$ cat config.mk
export PLATFORM = sky130hd
export DESIGN_NAME = conv3x3_multimode
export DESIGN_NICKNAME = d
export VERILOG_FILES = /design/src/rtl/conv3x3_multimode.sv
export SDC_FILE = /design/constraint.sdc
export NUM_CORES = 1
export LEC_CHECK = 0
export ABC_AREA = 0
export BUFFER_PORTS_ARGS = -buffer_cell sky130_fd_sc_hd__buf_4
export CAP_MARGIN = 40
export CORE_AREA = 2 2 222 224
export DETAILED_ROUTE_END_ITERATION = 7
export DIE_AREA = 0 0 224 226
export GPL_TIMING_DRIVEN = 0
export PLACE_DENSITY = 0.59
export SLEW_MARGIN = 20
export SYNTH_ARGS = -nofsm -noshare
export SYNTH_HDL_FRONTEND = slang
export SYNTH_SLANG_ARGS = --single-unit
$ cat constraint.sdc
create_clock -name clk -period 16.3 [get_ports clk]
set_input_delay 3.26 -clock clk [delete_from_list [all_inputs] [get_ports clk]]
set_output_delay 3.26 -clock clk [all_outputs]
set_load 0.01 [all_outputs]
$ cat src/rtl/conv3x3_multimode.sv
// conv3x3_multimode
//   Multi-channel 3x3 neighbourhood filter with a kernel mode chosen per beat:
//   0 pass-through, 1 Gaussian (1-2-1), 2 sharpen (5P-E), 3 Laplacian magnitude.
//   Four register stages: window capture, neighbourhood sums, mode combine,
//   clamp/output. The whole pipeline advances together on a single enable.
//   Valid/ready back-pressure is supported. A line-end flag travels with each beat.
//
// Configuration macro: CONV3X3_ROUND_EN
//   Defined:   Gaussian adds 8 before >>4, giving round-half-up.
//   Undefined: Gaussian truncates.
//
// Ports
//   clk             clock, rising edge
//   reset           synchronous, active-high
//   s_matrix_data   CHANNELS windows of 9 pixels; element (r,c) of channel k
//                   is at k*9*DATA_WIDTH + (r*3+c)*DATA_WIDTH
//   s_matrix_mode   kernel select for this beat
//   s_matrix_last   line-end marker for this beat
//   s_matrix_valid  input beat valid
//   s_matrix_ready  input beat accepted when valid & ready
//   m_result_data   CHANNELS clamped pixels, channel k at k*DATA_WIDTH
//   m_result_last   line-end marker of the result beat
//   m_result_valid  result beat valid
//   m_result_ready  downstream accept
module conv3x3_multimode #(
  parameter int DATA_WIDTH = 8,
  parameter int CHANNELS   = 3
) (
  input  logic                             clk,
  input  logic                             reset,
  input  logic [9*DATA_WIDTH*CHANNELS-1:0] s_matrix_data,
  input  logic [1:0]                       s_matrix_mode,
  input  logic                             s_matrix_last,
  input  logic                             s_matrix_valid,
  output logic                             s_matrix_ready,
  output logic [DATA_WIDTH*CHANNELS-1:0]   m_result_data,
  output logic                             m_result_last,
  output logic                             m_result_valid,
  input  logic                             m_result_ready
);

  localparam int WW = 9*DATA_WIDTH*CHANNELS;
  localparam int SW = DATA_WIDTH + 4;
  localparam int VW = DATA_WIDTH + 5;

`ifdef CONV3X3_ROUND_EN
  localparam logic [SW-1:0] RND = SW'(8);
`else
  localparam logic [SW-1:0] RND = SW'(0);
`endif

  localparam logic signed [VW-1:0] PIX_MAX = VW'(2**DATA_WIDTH - 1);

  function automatic logic [DATA_WIDTH-1:0] pix(input logic [WW-1:0] win,
                                                input int ch, input int idx);
    return win[ch*9*DATA_WIDTH + idx*DATA_WIDTH +: DATA_WIDTH];
  endfunction

  function automatic logic [DATA_WIDTH-1:0] sat(input logic signed [VW-1:0] v);
    if (v < 0)             return '0;
    else if (v > PIX_MAX)  return '1;
    else                   return v[DATA_WIDTH-1:0];
  endfunction

  logic en;

  logic [WW-1:0]         win_p0;
  logic [1:0]            mode_p0, mode_p1;
  logic                  last_p0, last_p1, last_p2;
  logic                  vld_p0, vld_p1, vld_p2, vld_p3;

  logic [SW-1:0]         c_p1   [CHANNELS];
  logic [SW-1:0]         e_p1   [CHANNELS];
  logic [DATA_WIDTH-1:0] ctr_p1 [CHANNELS];

  logic signed [VW-1:0]  v_comb [CHANNELS];
  logic signed [VW-1:0]  v_p2   [CHANNELS];

  logic [DATA_WIDTH*CHANNELS-1:0] res_p3;
  logic                           last_p3;

  // A frozen output stalls every stage; an empty output lets bubbles be overwritten.
  assign en             = ~vld_p3 | m_result_ready;
  assign s_matrix_ready = en & ~reset;

  always_ff @(posedge clk) begin
    if (reset) begin
      vld_p0 <= 1'b0;
      vld_p1 <= 1'b0;
      vld_p2 <= 1'b0;
      vld_p3 <= 1'b0;
    end else if (en) begin
      vld_p0 <= s_matrix_valid;
      vld_p1 <= vld_p0;
      vld_p2 <= vld_p1;
      vld_p3 <= vld_p2;
    end
  end

  // Stage 1: capture window, mode and last
  always_ff @(posedge clk) begin
    if (en) begin
      win_p0  <= s_matrix_data;
      mode_p0 <= s_matrix_mode;
      last_p0 <= s_matrix_last;
    end
  end

  // Stage 2: corner sum, edge sum and centre per channel
  always_ff @(posedge clk) begin
    if (en) begin
      mode_p1 <= mode_p0;
      last_p1 <= last_p0;
      for (int k = 0; k < CHANNELS; k++) begin
        c_p1[k]   <= SW'(pix(win_p0, k, 0)) + SW'(pix(win_p0, k, 2))
                   + SW'(pix(win_p0, k, 6)) + SW'(pix(win_p0, k, 8));
        e_p1[k]   <= SW'(pix(win_p0, k, 1)) + SW'(pix(win_p0, k, 3))
                   + SW'(pix(win_p0, k, 5)) + SW'(pix(win_p0, k, 7));
        ctr_p1[k] <= pix(win_p0, k, 4);
      end
    end
  end

  // Stage 3: combine by mode into a signed value wide enough for every kernel
  always_comb begin : combine
    logic [SW-1:0]        g;
    logic signed [VW-1:0] d;
    for (int k = 0; k < CHANNELS; k++) begin
      v_comb[k] = '0;
      g = (SW'(ctr_p1[k]) << 2) + (e_p1[k] << 1) + c_p1[k] + RND;
      d = $signed((VW'(ctr_p1[k]) << 2) - VW'(e_p1[k]));
      case (mode_p1)
        2'd0: v_comb[k] = $signed(VW'(ctr_p1[k]));
        2'd1: v_comb[k] = $signed(VW'(g >> 4));
        2'd2: v_comb[k] = d + $signed(VW'(ctr_p1[k]));
        default: v_comb[k] = (d < 0) ? -d : d;
      endcase
    end
  end

  always_ff @(posedge clk) begin
    if (en) begin
      last_p2 <= last_p1;
      for (int k = 0; k < CHANNELS; k++) v_p2[k] <= v_comb[k];
    end
  end

  // Stage 4: clamp to pixel range and register the result
  always_ff @(posedge clk) begin
    if (reset) begin
      res_p3  <= '0;
      last_p3 <= 1'b0;
    end else if (en) begin
      last_p3 <= last_p2;
      for (int k = 0; k < CHANNELS; k++)
        res_p3[k*DATA_WIDTH +: DATA_WIDTH] <= sat(v_p2[k]);
    end
  end

  assign m_result_data  = res_p3;
  assign m_result_last  = last_p3;
  assign m_result_valid = vld_p3;

endmodule
==> qor.yml, run 1 <==
run_status:
  status: "finished clean"
floorplan:
  die_h_um: 226
  placeableCoreArea_mm2: 0.0483
  start_util: 0.416
  rows: 81
  dieArea_mm2: 0.0506
  ios: 250
  die_w_um: 224
setup_path:
  r2r_slack_ps: 12390
  critPathMaxFanout: 10
  crit_end: "s_matrix_ready"
  worstRegToRegCells: 12
  arrival_ps: 4730
  critPathLaunch: "m_result_ready"
  cp-start-kind: "input pin"
  worstSetupPathType: "in -> out"
  worstReg2RegStart: "ctr_p1[0][0]$_DFFE_PN_"
  required_ps: 13040
  end_kind: "output port"
  reg2reg_to: "v_p2[0][11]$_DFFE_PN_"
yosys:
  synth_cell_types: 77
  syn_nets: 1968
  postSynthCellCount: 1490
  synth-xor-area-share: 0.0443
  ys_ff_latch: 372
  synth_edf_count: 343
  ys.flop_type: "edfxtp_1"
  synthMuxAreaShare: 0.0136
  synth_simple_gate_area_frac: 0.0753
  synthAdderAreaFrac: 0.205
  synthArstFlopShare: 0
  synth_top_family_by_area: "adder cells"
  synth-compound-area-share: 0.0950
  synth_area_per_cell_um2: 13.5
  synth_warnings: 0
  syn_area_mm2: 0.0201
  ys_seq_area_frac: 0.541
timing:
  fin_crit_ps: 7990
  setup_viol_count_final: 0
  whs_ps: 414
  finalSetupTns_ps: 0
  tightest_slew_ps: 901
  skew_ps: 25.7
  slew_headroom: 0.397
  rsz0062_at_grt: "no"
  hold_violations: 0
  worst_slack_ps: 8310
  fmax_mhz: 125
  drv_slew: 0
  final.period_utilization: 0.490
routing:
  post-route-drc-count: 0
  drt_iter0_drc: 730
  wirelength_um: 42600
  viasPerCell: 5.06
  dr.pass1.iters: 5
  ant_nets: 0
  avgRoutedWirePerCell_um: 17.4
  vias: 12400
place:
  placed_area_mm2: 0.0229
  io_buffers: 248
  place_ws_ps: 8330
  place_congestion: 0.862
  dp_hpwl_um: 32300
global_route:
  antenna_found_initial: 1
  grtUsageMet3: 0.0340
  grt_max_degree: 106
  grt.overflow.total: 0
  grtUsageMet1: 0.225
  first_global_vias: 12900
  grt_pass1_wl_um: 66800
  busiest_layer: "met2"
  grt_use_met2: 0.282
  grtUsageTotal: 0.170
power_and_ir_drop:
  seq_power_share: 0.314
  comb_power_share: 0.470
  p_leak_nw: 10.1
  finalPower_mw: 4.46
  clkPwrFrac: 0.216
  p_int_mw: 2.82
  power_switching_mw: 1.65
  sw_frac_of_total: 0.369
  vdd_drop_max_mv: 0.0893
  power_density_mw_per_mm2: 183
layout:
  finalInstanceArea_mm2: 0.0243
  diodes: 0
  syn_to_final_growth_pct: 20.8
  layout-drive-gt1-share: 0.192
  nFillCells: 4218
  finalNetCount: 2268
clocking:
  cts_tree: "built"
  clkTransAtPathRegs_ps: 60
  htree_levels: 2
  cts_buffers: 43
  cts_sinks: 372
  cts_buffer_depth: 3
  clk_latency_ps: 570
  cts_resized: 0
  postCtsHoldBufs: 0
  cts_setup_buffers: 0
  cts-root-buf: "clkbuf_16"
job:
  cap_violations: 0
worst_hold_path:
  min_from: "win_p0[107]$_DFFE_PN_"
  hold_class: "reg -> reg"
[cell type report]
class | instances | area, um^2 | share of cell area
well taps | 622 | 778 | 0.0320
flip-flops and latches | 372 | 10900 | 0.448
clock buffers | 56 | 1190 | 0.0492
inverters | 113 | 432 | 0.0178
clock inverters | 23 | 223 | 0.00916
repair buffers | 255 | 1990 | 0.0818
plain buffers | 29 | 109 | 0.00448
multi-input cells | 976 | 8700 | 0.358
[power by group through the flow]
stage          logic, mW  clock network [mW]  registers (mW)
2_1_floorplan       1.57                   0            1.39
3_3_place_gp        2.04                   0            1.42
3_5_place_dp        2.09                   0            1.42
4_1_cts             2.11               0.997            1.41
5_1_grt             2.37                1.03            1.43
6_report            2.10               0.964            1.40
[layout by cell type (no fill, tap or decap), drive strengths merged, types with 9 or more instances in the layout]
master | Yosys | final
a211oi | 13 | 13
a21o | 34 | 34
a21oi | 94 | 94
buf | 4 | 259
clkbuf | 25 | 81
clkinv | 0 | 14
dfxtp | 29 | 29
edfxtp | 343 | 343
fa | 123 | 123
ha | 132 | 132
inv | 113 | 116
nand2 | 48 | 48
nand2b | 11 | 11
nand3 | 13 | 13
nor2 | 110 | 110
nor2b | 20 | 20
nor3 | 47 | 47
o21a | 15 | 15
o21ai | 69 | 69
or4 | 9 | 9
xnor2 | 62 | 62
xor2 | 39 | 39
[synth_stat cells (all sizes together) (3+ instances only)]
cell type / count / area share
a21oi: 94 / 0.024
o21ai: 69 / 0.017
xor2: 39 / 0.017
a22oi: 8 / 0.0030
nor3b: 7 / 0.0029
a21boi: 5 / 0.0019
and2: 8 / 0.0026
a41oi: 3 / 0.0013
o22ai: 8 / 0.0025
buf: 4 / 0.00075
and3: 4 / 0.0012
a221oi: 4 / 0.0021
clkbuf: 25 / 0.0047
nand3: 13 / 0.0032
inv: 113 / 0.021
or4: 9 / 0.0034
o2bb2ai: 4 / 0.0017
a211oi: 13 / 0.0053
dfxtp: 29 / 0.029
fa: 123 / 0.12
o31ai: 3 / 0.0014
or2: 3 / 0.00093
a21o: 34 / 0.013
edfxtp: 343 / 0.51
mux4: 8 / 0.0090
nor3: 47 / 0.012
nor2: 110 / 0.021
ha: 132 / 0.082
or3: 8 / 0.0025
nand2b: 11 / 0.0034
nor4: 5 / 0.0016
xnor2: 62 / 0.027
o211ai: 8 / 0.0030
nand2: 48 / 0.0090
or3b: 3 / 0.0013
nor2b: 20 / 0.0062
o21a: 15 / 0.0056
a31oi: 6 / 0.0026
o21bai: 3 / 0.0011
mux2i: 7 / 0.0035
[worst min path at each step]
| stage | end | slack [ps] | depth (start not counted) |
|---|---|---|---|
| global route | ctr_p1[0][14]$_DFFE_PN_ | 420 | 0 |
| finish | ctr_p1[0][11]$_DFFE_PN_ | 410 | 0 |
| floorplan | ctr_p1[0][0]$_DFFE_PN_ | 400 | 0 |
| global placement | ctr_p1[0][19]$_DFFE_PN_ | 400 | 0 |
| CTS | ctr_p1[0][11]$_DFFE_PN_ | 420 | 0 |
| detailed placement | ctr_p1[0][16]$_DFFE_PN_ | 400 | 0 |
[kinds of logic (layout without fill, tap and decap cells)]
kind of cell | count (synthesis) | in the layout
flip-flops | 372 | 372
AND/OR/NAND/NOR | 305 | 305
AO/OA/AOI/OAI | 298 | 298
adder cells (fa/ha/maj) | 255 | 255
buffers and inverters | 142 | 476
XOR/XNOR | 101 | 101
multiplexers | 17 | 17
[per-stage QoR]
stage | std cells | util
after floorplan | 1490 | -
after global placement | 2360 | 0.471
after detailed placement | 2365 | 0.473
after CTS | 2444 | 0.502
after global routing | 2446 | 0.503
final | 2446 | 0.503
[registers in the layout (all words and copies together) (netlist names)]
| register | count |
|---|---|
| ctr_p1 | 24 |
| mode_p0 | 2 |
| m_result_valid | 1 |
| last_p0 | 1 |
| vld_p2 | 1 |
| last_p1 | 1 |
| e_p1 | 30 |
| last_p2 | 1 |
| win_p0 | 216 |
| v_p2 | 39 |
| m_result_data | 24 |
| c_p1 | 27 |
| mode_p1 | 2 |
| vld_p0 | 1 |
| m_result_last | 1 |
| vld_p1 | 1 |
[per-layer routing]
layer | vias to the layer above | part of all wire
li1 | 6049 | -
met1 | 5972 | 0.44
met2 | 279 | 0.48
met3 | 73 | 0.051
met4 | 0 | 0.027
met5 | - | 0
[worst max-delay path: stages]
cell,delay [ps]
buf_4,110
nor2b_1,90
clkbuf_1,500
clkbuf_1,510
nor2_1,90
buf_4,170
No activity file was read; power rests on OpenSTA's default activity.
==> run 2: changes to the inputs <==
==> constraint.sdc (replaced) <==
create_clock -name clk -period 7.78 [get_ports clk]
set_input_delay 1.556 -clock clk [delete_from_list [all_inputs] [get_ports clk]]
set_output_delay 1.556 -clock clk [all_outputs]
set_load 0.01 [all_outputs]
==> qor.yml, run 2 (synthesis results as in run 1) <==
routing:
  avgRoutedWirePerCell_um: 17.3
  post-route-drc-count: 0
  dr.pass1.iters: 8
  drt_iter0_drc: 667
  viasPerCell: 5.09
  wirelength_um: 42400
  vias: 12500
  ant_nets: 0
run_status:
  status: "finished clean"
power_and_ir_drop:
  power_density_mw_per_mm2: 380
  vdd_drop_max_mv: 0.209
  finalPower_mw: 9.27
  p_leak_nw: 10.1
timing:
  slew_headroom: 0.443
  tightest_slew_ps: 836
  fmax_mhz: 223
  final.period_utilization: 0.577
  whs_ps: 418
  drv_slew: 0
  fin_crit_ps: 4490
  finalSetupTns_ps: 0
  skew_ps: 21.5
  rsz0062_at_grt: "no"
  hold_violations: 0
  worst_slack_ps: 3290
  setup_viol_count_final: 0
floorplan:
  rows: 81
  placeableCoreArea_mm2: 0.0483
  die_w_um: 224
  die_h_um: 226
  ios: 250
  start_util: 0.416
  dieArea_mm2: 0.0506
clocking:
  htree_levels: 2
  cts_resized: 0
  clk_latency_ps: 570
  cts_tree: "built"
  cts-root-buf: "clkbuf_16"
  cts_buffers: 42
  postCtsHoldBufs: 0
  cts_buffer_depth: 3
  clkTransAtPathRegs_ps: 60
  cts_setup_buffers: 0
  cts_sinks: 372
setup_path:
  reg2reg_to: "v_p2[0][11]$_DFFE_PN_"
  end_kind: "output port"
  required_ps: 6220
  worstReg2RegStart: "ctr_p1[0][0]$_DFFE_PN_"
  r2r_slack_ps: 3860
  critPathMaxFanout: 10
  cp-start-kind: "input pin"
  arrival_ps: 2930
  worstRegToRegCells: 12
  worstSetupPathType: "in -> out"
layout:
  finalNetCount: 2275
  mostFrequentLayoutCell: "edfxtp_1"
  syn_to_final_growth_pct: 21.1
  finalInstanceArea_mm2: 0.0244
  largest_reg_flops: 216
  final_cell_mix: "edfxtp_1, buf_4, ha_1"
  layout-drive-gt1-share: 0.190
  top_register: "win_p0"
  reg_top3: "win_p0 x216, v_p2 x39, e_p1 x30"
place:
  dp_hpwl_um: 32800
  placed_area_mm2: 0.0230
  place_congestion: 0.840
  io_buffers: 248
  place_ws_ps: 3320
global_route:
  grt_max_degree: 38
  antenna_found_initial: 2
  grt_pass1_wl_um: 67000
  grtUsageTotal: 0.170
  grt.overflow.total: 0
  first_global_vias: 12800
worst_hold_path:
  hold_depth: 0
  hold_class: "reg -> reg"
  hold_path_end: "ctr_p1[0][3]$_DFFE_PN_"
  min_from: "win_p0[35]$_DFFE_PN_"
job:
  cap_violations: 0
==> run 2: power breakdown <==
group / switching [mW] / internal [mW]
clock network: 0.780 / 1.14
logic: 2.41 / 1.99
registers: 0.248 / 2.69
==> run 2: final cells by class <==
class / count / area (um^2)
plain buffers: 29 / 109
clock inverters: 24 / 223
clock buffers: 50 / 1100
repair buffers: 263 / 2140
flip-flops and latches: 372 / 10900
multi-input cells: 976 / 8700
diodes: 2 / 5.00
well taps: 622 / 778
fillers: 4239 / 24000
inverters: 113 / 428
==> run 2: per-stage QoR <==
step | utilization | instances
6_report | 0.504 | 2451
5_1_grt | 0.504 | 2451
4_1_cts | 0.504 | 2448
3_5_place_dp | 0.476 | 2374
3_3_place_gp | 0.471 | 2360
2_1_floorplan | - | 1490
==> run 2: critical path: stages <==
cell	delay, ps
buf_4	110
nor2b_1	100
clkbuf_1	400
clkbuf_1	520
nor2_1	80
buf_4	170
==> run 2: worst max-delay path by stage <==
stage | cells after the start | start | slack [ps] | to
detailed placement | 6 | m_result_ready | 3320 | s_matrix_ready
global placement | 4 | m_result_ready | -2290 | win_p0[169]$_DFFE_PN_
global route | 6 | m_result_ready | 3130 | s_matrix_ready
floorplan | 3 | m_result_ready | 140 | c_p1[0][12]$_DFFE_PN_
finish | 6 | m_result_ready | 3290 | s_matrix_ready
CTS | 6 | m_result_ready | 3310 | s_matrix_ready
==> run 2: routing by layer <==
layer / vias up / track usage / wire, um
met4: 0 / 0.0624 / 1070
met5: - / 0 / 0
met1: 6034 / 0.226 / 18600
met2: 318 / 0.280 / 20500
li1: 6048 / - / -
met3: 71 / 0.0319 / 2360
==> run 3: changes to the inputs <==
--- a/config.mk
+++ b/config.mk
@@ -5,14 +5,14 @@
 export SDC_FILE = /design/constraint.sdc
 export NUM_CORES = 1
 export LEC_CHECK = 0
-export ABC_AREA = 0
+export ABC_AREA = 1
 export BUFFER_PORTS_ARGS = -buffer_cell sky130_fd_sc_hd__buf_4
 export CAP_MARGIN = 40
-export CORE_AREA = 2 2 222 224
+export CORE_AREA = 2 2 226 228
 export DETAILED_ROUTE_END_ITERATION = 7
-export DIE_AREA = 0 0 224 226
+export DIE_AREA = 0 0 228 230
 export GPL_TIMING_DRIVEN = 0
-export PLACE_DENSITY = 0.59
+export PLACE_DENSITY = 0.58
 export SLEW_MARGIN = 20
 export SYNTH_ARGS = -nofsm -noshare
 export SYNTH_HDL_FRONTEND = slang
==> constraint.sdc (replaced) <==
create_clock -name clk -period 4.6 [get_ports clk]
set_input_delay 0.92 -clock clk [delete_from_list [all_inputs] [get_ports clk]]
set_output_delay 0.92 -clock clk [all_outputs]
set_load 0.01 [all_outputs]
==> qor.yml, run 3 <==
yosys:
  synthTopCellsByCount: "nand2_1, edfxtp_1, inv_1"
  synth_area_per_cell_um2: 11.1
  syn_area_mm2: 0.0208
  synth-xor-area-share: 0.0256
  synthMuxAreaShare: 0
  synthAdderAreaFrac: 0.197
  synth.top_cell.area_share: 0.494
  synth_cell_types: 49
  yosysTopAreaCell: "edfxtp_1"
  synth_simple_gate_area_frac: 0.143
  syn_nets: 2362
  yosysMostFrequentCell: "nand2_1"
  synth_edf_count: 343
  postSynthCellCount: 1884
  synth_warnings: 0
  ys_seq_area_frac: 0.522
  synth-compound-area-share: 0.0639
  synthArstFlopShare: 0
  ys_ff_latch: 372
  yosys-top-cells-area: "edfxtp_1, fa_1, ha_1"
  ys.flop_type: "edfxtp_1"
  synth_top_family_by_area: "adder cells"
routing:
  ant_nets: 0
  viasPerCell: 4.80
  drt_iter0_drc: 781
  avgRoutedWirePerCell_um: 16.1
  wirelength_um: 46500
  vias: 13900
  post-route-drc-count: 0
  dr.pass1.iters: 5
setup_path:
  required_ps: 4920
  worstReg2RegStart: "ctr_p1[0][0]$_DFFE_PN_"
  critPathSlowestCell: "edfxtp_1"
  cp-start-kind: "flop"
  critPathTopFamily: "simple AND/OR/NAND/NOR gates"
  end_kind: "flop"
  reg2reg_to: "v_p2[0][12]$_DFFE_PN_"
  crit_path_frequent_cell: "nand2_1"
  worstRegToRegCells: 15
  worstSetupPathType: "reg -> reg"
  cpPeakStageDelay_ps: 510
  critPathMaxFanout: 6
  cp_num_buf_inv: 2
  crit_chain: "ha_1 > inv_1 > nor3_2 > nand2_1 > nand2_1 > nand2_1 > nand2_2 > inv_1 > ha_1 > a21oi_1 > o21ai_0 > a21oi_1 > nand3b_1 > nor2_1 > nor3_1"
  path_depth: 15
  r2r_slack_ps: 1270
  arrival_ps: 3660
power_and_ir_drop:
  p_leak_nw: 11.3
  power_density_mw_per_mm2: 643
  finalPower_mw: 16.2
  vdd_drop_max_mv: 0.321
layout:
  ff_latch_area_mm2: 0.0109
  reg_top3: "win_p0 x216, v_p2 x39, e_p1 x30"
  layout-drive-gt1-share: 0.177
  final_cell_mix: "nand2_1, edfxtp_1, buf_4"
  mostFrequentLayoutCell: "nand2_1"
  finalInstanceArea_mm2: 0.0252
  syn_to_final_growth_pct: 21.0
  nFillCells: 4545
  top_register: "win_p0"
  finalNetCount: 2668
  multi_input_area_mm2: 0.00898
  diodes: 0
  largest_reg_flops: 216
global_route:
  first_global_vias: 14600
  grt_max_degree: 38
  grt.overflow.total: 0
  grt_pass1_wl_um: 75800
  antenna_found_initial: 0
  grtUsageTotal: 0.183
worst_hold_path:
  hold_class: "reg -> reg"
  min_from: "win_p0[37]$_DFFE_PN_"
  hold_path_end: "ctr_p1[0][5]$_DFFE_PN_"
  hold_depth: 0
run_status:
  status: "finished clean"
clocking:
  postCtsHoldBufs: 0
  clkTransAtPathRegs_ps: 60
  clk_latency_ps: 570
  cts-root-buf: "clkbuf_16"
  cts_buffers: 44
  htree_levels: 2
  cts_resized: 0
  cts_tree: "built"
  cts_setup_buffers: 0
  cts_buffer_depth: 3
  cts_sinks: 372
timing:
  fin_crit_ps: 3330
  fmax_mhz: 300
  skew_ps: 9.53
  drv_slew: 0
  rsz0062_at_grt: "no"
  hold_violations: 0
  tightest_slew_ps: 797
  slew_headroom: 0.469
  final.period_utilization: 0.724
  setup_viol_count_final: 0
place:
  placed_area_mm2: 0.0238
  io_buffers: 248
  place_congestion: 0.848
  dp_hpwl_um: 36200
floorplan:
  ios: 250
  die_w_um: 228
  rows: 82
  start_util: 0.418
  placeableCoreArea_mm2: 0.0499
  dieArea_mm2: 0.0524
  die_h_um: 230
job:
  cap_violations: 0
## run 3: layer usage
metal,share of wire,track usage,vias up
met4,0.023,0.0517,0
met3,0.061,0.0396,71
li1,-,-,6981
met5,0,0,-
met2,0.47,0.303,323
met1,0.44,0.243,6528
## run 3: kinds of logic after synthesis
group                      Yosys count
buffers and inverters              259
and+or+nand+nor                    701
xor gates and xnor gates            57
AOI/OAI and AO/OA                  240
adders and majority gates          255
DFF                                372
## run 3: cell type report
cell class                 instances  share of cell area
buffer                            21             0.00416
timing repair buffer             260              0.0841
clock buffer                      51              0.0455
tap                              672              0.0333
sequential                       372               0.431
multi-input combinational       1253               0.356
clock inverter                    27              0.0105
inverter                         238              0.0356
## run 3: how the worst max path moves through the flow
stage	startpoint	endpoint	slack, ps
3_5_place_dp	m_result_ready	win_p0[43]$_DFFE_PN_	1280
5_1_grt	ctr_p1[0][0]$_DFFE_PN_	v_p2[0][12]$_DFFE_PN_	990
6_report	ctr_p1[0][0]$_DFFE_PN_	v_p2[0][12]$_DFFE_PN_	1270
3_3_place_gp	m_result_ready	win_p0[12]$_DFFE_PN_	-4630
2_1_floorplan	m_result_ready	c_p1[0][12]$_DFFE_PN_	-2060
4_1_cts	ctr_p1[0][0]$_DFFE_PN_	v_p2[0][12]$_DFFE_PN_	1330
## run 3: through the flow
| step | cells | worst slack, ps | utilization | hold WS (ps) | setup TNS (ps) |
|---|---|---|---|---|---|
| 3_3_place_gp | 2804 | -4630 | 0.473 | 404 | -1594360 |
| 3_5_place_dp | 2816 | 1280 | 0.478 | 405 | 0 |
| 5_1_grt | 2894 | 991 | 0.506 | 424 | 0 |
| 4_1_cts | 2894 | 1330 | 0.506 | 418 | 0 |
| 6_report | 2894 | 1270 | 0.506 | 416 | 0 |
| 2_1_floorplan | 1884 | -2060 | - | 400 | -711490 |
## run 3: report_power, final
group,internal [mW],switching (mW),total [mW]
combinational,3.07,4.77,7.84
clock,2.02,1.38,3.40
sequential,4.55,0.433,4.99
